**src/rtl/pwm_capture_pkg.sv**
```systemverilog
// Shared register-map constants and channel FSM state type for the PWM
// input-capture peripheral.
package pwm_capture_pkg;

    localparam logic [1:0] CTRL_IDX      = 2'd0;
    localparam logic [1:0] STATUS_IDX    = 2'd1;
    localparam logic [1:0] PERIOD_IDX    = 2'd2;
    localparam logic [1:0] HIGH_IDX      = 2'd3;
    localparam int         REGS_PER_CHAN = 4;

    localparam int CTRL_EN_BIT     = 0;
    localparam int CTRL_IRQ_EN_BIT = 1;
    localparam int STAT_VALID_BIT  = 0;
    localparam int STAT_OVF_BIT    = 1;
    localparam int STAT_LEVEL_BIT  = 2;

    typedef enum logic [1:0] {
        IDLE = 2'd0,
        ARM  = 2'd1,
        MEAS = 2'd2
    } cap_state_t;

endpackage

```
**src/rtl/pwm_capture_channel.sv**
```systemverilog
// One capture channel: synchronizer, edge detect, measurement FSM and the
// PERIOD/HIGH/valid/overflow result storage.
module capture_channel
    import pwm_capture_pkg::*;
#(
    parameter int CNT_W = 32
) (
    input  logic             clk,
    input  logic             n_rst,
    input  logic             cap_in,
    input  logic             enable,
    input  logic             clr_valid,
    input  logic             clr_ovf,
    output logic [CNT_W-1:0] period_r,
    output logic [CNT_W-1:0] high_r,
    output logic             valid_r,
    output logic             ovf_r,
    output logic             level_s
);

    localparam logic [CNT_W-1:0] CNT_MAX = {CNT_W{1'b1}};

    cap_state_t       state_r;
    logic             sync1_r, sync2_r, sync3_r;
    logic             rise_s, fall_s, capture_s;
    logic [CNT_W-1:0] cnt_r, hi_tmp_r, cnt_inc_s;

    // Edge detect on the synchronized input and saturating counter increment.
    always_comb begin
        rise_s    = sync2_r & ~sync3_r;
        fall_s    = ~sync2_r & sync3_r;
        capture_s = (state_r == MEAS) & enable & rise_s;
        cnt_inc_s = (cnt_r == CNT_MAX) ? CNT_MAX : cnt_r + CNT_W'(1);
    end

    assign level_s = sync2_r;

    // Two-flop synchronizer plus a delay flop for edge detection.
    always_ff @(posedge clk) begin
        if (!n_rst) begin
            sync1_r <= 1'b0;
            sync2_r <= 1'b0;
            sync3_r <= 1'b0;
        end else begin
            sync1_r <= cap_in;
            sync2_r <= sync1_r;
            sync3_r <= sync2_r;
        end
    end

    // Measurement FSM with its counters and result registers.
    always_ff @(posedge clk) begin
        if (!n_rst) begin
            state_r  <= IDLE;
            cnt_r    <= '0;
            hi_tmp_r <= '0;
            period_r <= '0;
            high_r   <= '0;
        end else begin
            case (state_r)
                IDLE: begin
                    cnt_r    <= '0;
                    hi_tmp_r <= '0;
                    if (enable) state_r <= ARM;
                end
                ARM: begin
                    if (!enable) begin
                        state_r <= IDLE;
                    end else if (rise_s) begin
                        cnt_r    <= '0;
                        hi_tmp_r <= '0;
                        state_r  <= MEAS;
                    end
                end
                MEAS: begin
                    if (!enable) begin
                        state_r  <= IDLE;
                        cnt_r    <= '0;
                        hi_tmp_r <= '0;
                    end else if (rise_s) begin
                        period_r <= cnt_inc_s;
                        high_r   <= hi_tmp_r;
                        cnt_r    <= '0;
                        hi_tmp_r <= '0;
                    end else begin
                        cnt_r <= cnt_inc_s;
                        if (fall_s) hi_tmp_r <= cnt_inc_s;
                    end
                end
                default: begin
                    state_r  <= IDLE;
                    cnt_r    <= '0;
                    hi_tmp_r <= '0;
                end
            endcase
        end
    end

    // Sticky status flags; a capture in the same cycle beats a W1C.
    always_ff @(posedge clk) begin
        if (!n_rst) begin
            valid_r <= 1'b0;
            ovf_r   <= 1'b0;
        end else begin
            if (capture_s)      valid_r <= 1'b1;
            else if (clr_valid) valid_r <= 1'b0;

            if (capture_s && (cnt_r == CNT_MAX)) ovf_r <= 1'b1;
            else if (clr_ovf)                    ovf_r <= 1'b0;
        end
    end

endmodule

```
**src/rtl/pwm_capture.sv**
```systemverilog
// APB input-capture peripheral: register decode, CTRL storage, read mux and
// interrupt combine around NUM_CHANNELS capture channels.
module pwm_capture
    import pwm_capture_pkg::*;
#(
    parameter int NUM_CHANNELS = 4,
    parameter int CNT_W        = 32
) (
    input  logic                    clk,
    input  logic                    n_rst,
    input  logic [31:0]             paddr,
    input  logic [31:0]             pwdata,
    input  logic                    psel,
    input  logic                    penable,
    input  logic                    pwrite,
    output logic [31:0]             prdata,
    input  logic [NUM_CHANNELS-1:0] cap_in,
    output logic                    irq
);

    logic                    wr_s, in_range_s;
    logic [2:0]              chan_s;
    logic [1:0]              reg_s;
    logic [NUM_CHANNELS-1:0] en_r, irq_en_r;
    logic [NUM_CHANNELS-1:0] clr_valid_s, clr_ovf_s, valid_s, ovf_s, level_s;
    logic [CNT_W-1:0]        period_s [NUM_CHANNELS];
    logic [CNT_W-1:0]        high_s   [NUM_CHANNELS];
    logic                    sel_en_s, sel_irq_en_s, sel_valid_s, sel_ovf_s, sel_level_s;
    logic [CNT_W-1:0]        sel_period_s, sel_high_s;
    logic                    unused_s;

    assign unused_s = ^{paddr[1:0], pwdata[31:2]};

    // Address decode and per-channel W1C strobes.
    always_comb begin
        wr_s        = psel & penable & pwrite;
        chan_s      = paddr[6:4];
        reg_s       = paddr[3:2];
        in_range_s  = (paddr[31:4] < 28'(NUM_CHANNELS));
        clr_valid_s = '0;
        clr_ovf_s   = '0;
        for (int c = 0; c < NUM_CHANNELS; c++) begin
            if (wr_s && in_range_s && (chan_s == 3'(c)) && (reg_s == STATUS_IDX)) begin
                clr_valid_s[c] = pwdata[STAT_VALID_BIT];
                clr_ovf_s[c]   = pwdata[STAT_OVF_BIT];
            end else begin
                clr_valid_s[c] = 1'b0;
                clr_ovf_s[c]   = 1'b0;
            end
        end
    end

    // CTRL registers.
    always_ff @(posedge clk) begin
        if (!n_rst) begin
            en_r     <= '0;
            irq_en_r <= '0;
        end else begin
            for (int c = 0; c < NUM_CHANNELS; c++) begin
                if (wr_s && in_range_s && (chan_s == 3'(c)) && (reg_s == CTRL_IDX)) begin
                    en_r[c]     <= pwdata[CTRL_EN_BIT];
                    irq_en_r[c] <= pwdata[CTRL_IRQ_EN_BIT];
                end
            end
        end
    end

    for (genvar g = 0; g < NUM_CHANNELS; g++) begin : g_chan
        capture_channel #(.CNT_W(CNT_W)) u_chan (
            .clk       (clk),
            .n_rst     (n_rst),
            .cap_in    (cap_in[g]),
            .enable    (en_r[g]),
            .clr_valid (clr_valid_s[g]),
            .clr_ovf   (clr_ovf_s[g]),
            .period_r  (period_s[g]),
            .high_r    (high_s[g]),
            .valid_r   (valid_s[g]),
            .ovf_r     (ovf_s[g]),
            .level_s   (level_s[g])
        );
    end

    // AND-OR select of the addressed channel, then the register read mux.
    always_comb begin
        sel_en_s     = 1'b0;
        sel_irq_en_s = 1'b0;
        sel_valid_s  = 1'b0;
        sel_ovf_s    = 1'b0;
        sel_level_s  = 1'b0;
        sel_period_s = '0;
        sel_high_s   = '0;
        for (int c = 0; c < NUM_CHANNELS; c++) begin
            sel_en_s     = sel_en_s     | (en_r[c]     & (chan_s == 3'(c)));
            sel_irq_en_s = sel_irq_en_s | (irq_en_r[c] & (chan_s == 3'(c)));
            sel_valid_s  = sel_valid_s  | (valid_s[c]  & (chan_s == 3'(c)));
            sel_ovf_s    = sel_ovf_s    | (ovf_s[c]    & (chan_s == 3'(c)));
            sel_level_s  = sel_level_s  | (level_s[c]  & (chan_s == 3'(c)));
            sel_period_s = sel_period_s | (period_s[c] & {CNT_W{chan_s == 3'(c)}});
            sel_high_s   = sel_high_s   | (high_s[c]   & {CNT_W{chan_s == 3'(c)}});
        end

        prdata = 32'd0;
        if (psel && in_range_s) begin
            case (reg_s)
                CTRL_IDX: begin
                    prdata[CTRL_EN_BIT]     = sel_en_s;
                    prdata[CTRL_IRQ_EN_BIT] = sel_irq_en_s;
                end
                STATUS_IDX: begin
                    prdata[STAT_VALID_BIT] = sel_valid_s;
                    prdata[STAT_OVF_BIT]   = sel_ovf_s;
                    prdata[STAT_LEVEL_BIT] = sel_level_s;
                end
                PERIOD_IDX: prdata[CNT_W-1:0] = sel_period_s;
                HIGH_IDX:   prdata[CNT_W-1:0] = sel_high_s;
                default:    prdata = 32'd0;
            endcase
        end else begin
            prdata = 32'd0;
        end
    end

    assign irq = |(valid_s & irq_en_r);

endmodule

```
**config.mk**
```make
export PLATFORM = sky130hd
export DESIGN_NAME = pwm_capture
export DESIGN_NICKNAME = d
export VERILOG_FILES = /design/src/rtl/pwm_capture_pkg.sv /design/src/rtl/pwm_capture_channel.sv /design/src/rtl/pwm_capture.sv
export SDC_FILE = /design/constraint.sdc
export NUM_CORES = 1
export LEC_CHECK = 0
export CORE_ASPECT_RATIO = 0.6
export CORE_UTILIZATION = 55
export CTS_CLUSTER_SIZE = 14
export DETAILED_ROUTE_END_ITERATION = 7
export GPL_TIMING_DRIVEN = 1
export HOLD_SLACK_MARGIN = 0.02
export PLACE_DENSITY = 0.72
export SLEW_MARGIN = 10
export SYNTH_ARGS = -nofsm -noshare
export SYNTH_HDL_FRONTEND = slang
export SYNTH_SLANG_ARGS = --single-unit
```
**constraint.sdc**
```tcl
create_clock -name clk -period 4.2 [get_ports clk]
set_input_delay 0.42 -clock clk [delete_from_list [all_inputs] [get_ports clk]]
set_output_delay 0.42 -clock clk [all_outputs]
set_load 0.1 [all_outputs]
```
=== Yosys cells after proc, flatten, opt, wreduce, memory -nomap -nowiden ===
Cells that the tools add are included.

* $add $sub $neg: 4
* Multiply operators: 0
* Div/mod/pow operators: 0
* $lt $le $gt $ge: 1
* Eq/ne operators: 42
* Shift operators: 0
* Mux-type cells: 88
* Bitwise operators: 76
* Reduce and logical (&&, ||, !) cells: 49

{| class="wikitable"
|+ Operators with widths
! operator !! count
|-
| 32-bit 2-to-1 mux || 33
|-
| 32-bit case mux with 2 select lines || 8
|-
| 32-bit AND || 8
|-
| 32-bit OR || 6
|-
| 32-bit by 1-bit adder with 32-bit output (second input constant) || 4
|-
| 32-bit equality test (second input constant) || 4
|-
| 29-bit case mux with 2 select lines || 1
|-
| 1-bit AND || 38
|-
| 3-bit AND reduction || 12
|-
| 2-bit 2-to-1 mux || 16
|-
| 28-bit by 3-bit less-than comparator with 1-bit output (second input constant) || 1
|-
| 1-bit 2-to-1 mux || 24
|-
| 2-bit inequality test (second input constant) || 12
|-
| 2-bit case mux with 3 select lines || 4
|-
| 1-bit logical AND || 18
|-
| 4-bit by 2-bit inequality test with 1-bit output (second input constant) || 4
|-
| 2-bit nonzero test || 8
|-
| 1-bit OR || 15
|-
| 2-bit equality test (second input constant) || 6
|-
| 3-bit by 2-bit inequality test with 1-bit output (second input constant) || 4
|-
| 2-bit by 1-bit equality test with 1-bit output (second input constant) || 5
|-
| 2-bit zero test || 5
|-
| 2-bit by 1-bit inequality test with 1-bit output (second input constant) || 4
|-
| 1-bit NOT || 8
|-
| other kinds (8) || 12
|}

* Register bits after elaboration: 548
* Latch bits: 0
* RAM bits: 0
* Bits in read-only memories: 0
* Output and inout bits: 33
* Word-level logic and storage cells: 308
* Memories: 0

=== Depth between registers and ports, before layout ===
* Word-level depth: 8
* Mapped depth: 9
* Depth with buffers taken out: 7

=== Modules after synthesis ===
From an unflattened synthesis, not the netlist that was laid out.

* Cell total of the unflattened synthesis: 3259
* Area, all modules: 26347.8 um^2

{| class="wikitable"
|+ Modules (own cells, without submodules)
! module !! instances !! cells an instance !! area an instance (um^2) !! seq. area each (um^2)
|-
| capture_channel at g_chan[0].u_chan ... || 3 || 741 || 5941.9 || 2702.6
|-
| capture_channel at g_chan[1].u_chan || 1 || 685 || 5652.9 || 2702.6
|-
| pwm_capture || 1 || 351 || 2869.0 || 160.2
|}

=== Least setup slack after synthesis ===
Ideal clock, no wire load.

* Kind: input port to output port
* Start: in paddr[6]
* End: out prdata[15]
* Arrival: 3352 ps
* Slack: 428 ps
* Stages: 8
* Path through: clkbuf_1 nor3b_1 buf_2 buf_1 a22oi_1 a21oi_1 nor2_1 nor2_1

* Word-level cells in the longest chain between the ends: 7
* Elaborated cells between the ends (all ways): 22
* Classes of those cells: order compare: 1; eq/ne: 3; mux: 2; bitwise: 14; reduce/logical: 2

{| class="wikitable"
|+ RTL lines
! item !! line !! source
|-
| start, declared || pwm_capture.sv:11 || <nowiki>input logic [31:0] paddr,</nowiki>
|-
| branches (longest 6 deep; another with 28-bit by 3-bit less-than comparator with 1-bit output) || - ||
|-
| 32-bit 2-to-1 mux (*) || pwm_capture.sv:104 || <nowiki>if (psel && in_range_s) begin</nowiki>
|-
| end, declared || pwm_capture.sv:16 || <nowiki>output logic [31:0] prdata,</nowiki>
|}

Mark *: on every way between the ends.

=== Final worst setup path ===
* Start: in paddr[6]
* End: out prdata[2]

* Word-level cells in the longest chain between the ends: 7
* Elaborated cells between the ends (all ways): 29
* Classes of those cells: order compare: 1; eq/ne: 3; mux: 2; bitwise: 21; reduce/logical: 2

{| class="wikitable"
|+ RTL lines
! item !! line
|-
| branches (longest 6 deep; another with 28-bit by 3-bit less-than comparator with 1-bit output) || -
|-
| 32-bit 2-to-1 mux (*) || pwm_capture.sv:104
|}

Marked as above.

==> out/qor.txt <==
Die Ht - 167 um
largest net degree at the start of global routing - 144
routed vias - 24700
overall routed net length - 89900 um
slowest CP cell - and3b_2
r2r setup slk - 1110 ps
area of the multi-input gates - 13000 sq um
WP buf/inv - 4
dpl ws - 802 ps
Placed Area - 26300 sq um
clock buffer depth - 3
Crit path depth - 9
CP max stage delay - 650 ps
antenna violations before repair - 1
setup bufs post-CTS - 0
Hold Violations, Final - 0
total CTS buffers - 51
Lkg Pwr - 0.00889 uW
CP max FO - 42
post-synthesis mux area share - 1.47%
most common cell after layout, fill and taps aside - dfxtp_1
PD cells - 361 nW/um^2
CP endpoint - prdata[2]
Post-Synth Simple-Gate Area - 22.4%
type of the worst setup path - input port to primary output
Ports - 106
antenna-violating nets left - 0
Max IR drop VDD - 0.000304 V
clk sinks - 548
gr ovfl total - 0
clock latency on the worst-skew pair - 590 ps
RSZ-0062 raised after global routing - no
# setup viols final - 0
GRT Resource Usage Total - 37.8%
total power - 10100 uW
Compound-Gate Fraction of Synth Area - 25.2%
Slew headroom - 17.3%
register area - 11000 sq um
r2r worst-path depth - 5
PostCTS Resize Cnt - 0
Synth Area in XOR/XNOR - 2.10%
setup TNS - 0 ps
Worst-Margin Slew - 1230 ps
Async S/R FF share, synth - 0%
Worst Path Required - 3780 ps
starting density of the core - 55.8%
Syn Area/Cell - 7.96 sq um
Fin Clk Skew - 15.0 ps
drt first pass iters - 6
Worst Hold Class - input port to flip-flop
final worst slack - 730 ps
Slew Limit Fails - 0
RR Endpoint - g_chan[1].u_chan.cnt_r[23]
layout cells sized above 1 - 7.61%
combinational family with the most area after synthesis - compound AO/OA/AOI/OAI gates
First DRT Iteration DRCs - 3785
status - complete, no violations
family with the most delay on the worst path - buffers and inverters
clock root buffer - clkbuf_16
DIE AREA - 46400 sq um
number of global-route vias before repair - 21700
Cells after Synth - 3141
most frequent cells in the layout - dfxtp_1 (548), nand2_1 (504), a21oi_1 (364)
DRC Markers - 0
Rows - 60
Seq cells post-synth - 548
Final nets - 3145
dpl hpwl - 62300 um
DR vias/cell - 6.69
sequential share of the synthesized area - 43.9%
most used cell, CP - buf_12
Hold-fix buffers, CTS - 0
WP data arrival - 3050 ps
max cap viols - 0
min cycle time layout - 3470 ps
CP startpoint - paddr[6]
CTS tree - built
gp weighted congestion - 0.959
FF-to-FF Start - g_chan[1].u_chan.cnt_r[14]
area delta synth->final - 11.8%
fillers - 3919
startpoint class of the critical path - input port
DR WL/cell - 24.4 um
Critical Path End Type - primary output
port buffer count - 73
final non-filler cell area - 28000 sq um
Cell Chain, Critical Path - clkdlybuf4s50_1 > buf_4 > and3b_2 > buf_12 > a22oi_1 > nand2_1 > nand3b_1 > a21oi_1 > buf_12
DIE WIDTH - 277 um
Synth cell types - 81
Syn Nets - 3222
Highest Clock Rate - 0.288 GHz
Post-synth EDFFs - 0
top_reg_cell synth - dfxtp_1
Post-Synth Adder-Cell Area - 0.400%
first-pass GRT wire length - 136000 um
H-tree levels - 2
Final period util - 82.6%
synth warn - 0
Core ar. - 44800 sq um
synthesized cell area - 25000 sq um
Worst-path clk slew - 70 ps
==> power by group <==
part           switching (uW)  leakage [uW]  total (uW)  internal, uW
clock                    2100      0.000797        4680          2580
sequential               4.99       0.00441        5200          5200
combinational             149       0.00368         211          62.3
total                    2250       0.00889       10100          7840
==> layout make-up <==
cell class / count / area share (%)
Inverter: 34 / 0.483
Antenna cell: 1 / 0.00895
Sequential cell: 548 / 39.2
Multi-Input combinational cell: 2301 / 46.4
Tap cell: 589 / 2.64
Timing Repair Buffer: 128 / 5.40
Clock inverter: 20 / 0.676
Clock buffer: 70 / 5.15
==> stage by stage <==
| stage | instances | util [%] | hold WS [ps] |
|---|---|---|---|
| 6_report | 3691 | 62.4 | 342 |
| 5_1_grt | 3690 | 62.4 | 360 |
| 4_1_cts | 3690 | 62.4 | 326 |
| 3_5_place_dp | 3600 | 58.8 | 423 |
| 3_3_place_gp | 3600 | 58.8 | 413 |
| 2_1_floorplan | 3141 | - | 412 |
==> how the worst min path moves through the flow <==
stage | from | to | slack, ps | depth (start not counted)
4_1_cts | n_rst | g_chan[2].u_chan.cnt_r[2] | 330 | 3
3_5_place_dp | g_chan[2].u_chan.sync1_r | g_chan[2].u_chan.level_s | 420 | 1
6_report | n_rst | g_chan[2].u_chan.cnt_r[2] | 340 | 3
5_1_grt | n_rst | g_chan[2].u_chan.cnt_r[3] | 360 | 3
3_3_place_gp | g_chan[2].u_chan.sync1_r | g_chan[2].u_chan.level_s | 410 | 1
2_1_floorplan | g_chan[0].u_chan.sync1_r | g_chan[0].u_chan.level_s | 410 | 1
==> registers in the layout, summed over array words and instances (netlist names), 8 cells and up <==
| signal | count |
|---|---|
| g_chan.u_chan.cnt_r | 128 |
| g_chan.u_chan.hi_tmp_r | 128 |
| g_chan.u_chan.high_r | 128 |
| g_chan.u_chan.period_r | 128 |
| g_chan.u_chan.state_r | 8 |
==> tightest hold or removal path: cells and delay by family <==
family | cells | cell delay, ps
buf+inv | 2 | 310
simple gates | 1 | 150
==> layer usage <==
layer,vias up,global-route usage [%],part of all wire (%)
met1,11800,60.9,46
li1,11200,-,-
met5,-,0,0
met4,0,8.41,2.2
met3,115,7.05,13
met2,1505,50.6,39
==> synth_stat cells, drive strengths merged, types with 8 or more instances <==
master  number  area (sq um)
nor2       200           751
a311oi      16           140
nand3       87           440
a31o         9          78.8
o211ai      22           165
o31ai       25           188
and3        40           250
nor3       100           517
or4         16           128
nand4       54           365
buf         52           235
and2        28           175
a22o        21           184
nand2b       8          50.1
nor3b       12          90.1
a31oi       44           275
inv         33           124
a21oi      366          1830
clkbuf     206           774
and4        28           245
a21o         9          67.6
o21a        19           143
o221a       15           169
or3         17           106
a22oi      119           893
nor4        51           353
o22ai       17           106
dfxtp      548         11000
xor2        23           201
xnor2       37           324
ha           8           100
a211oi      29           218
o21ai      248          1240
mux2i       22           220
nand2      504          1890
a221oi      13           114
o31a         9          78.8
==> kinds of logic (layout without fill, tap and decap cells) <==
| kind of cell | count (synthesis) | count (layout) |
|---|---|---|
| other | 0 | 1 |
| adders and majority gates | 8 | 8 |
| buffers and inverters | 292 | 252 |
| AOI/OAI and AO/OA | 1026 | 1026 |
| and+or+nand+nor | 1176 | 1176 |
| DFF | 548 | 548 |
| xor gates and xnor gates | 60 | 60 |
| muxes | 31 | 31 |
No activity file was read; power rests on OpenSTA's default activity.
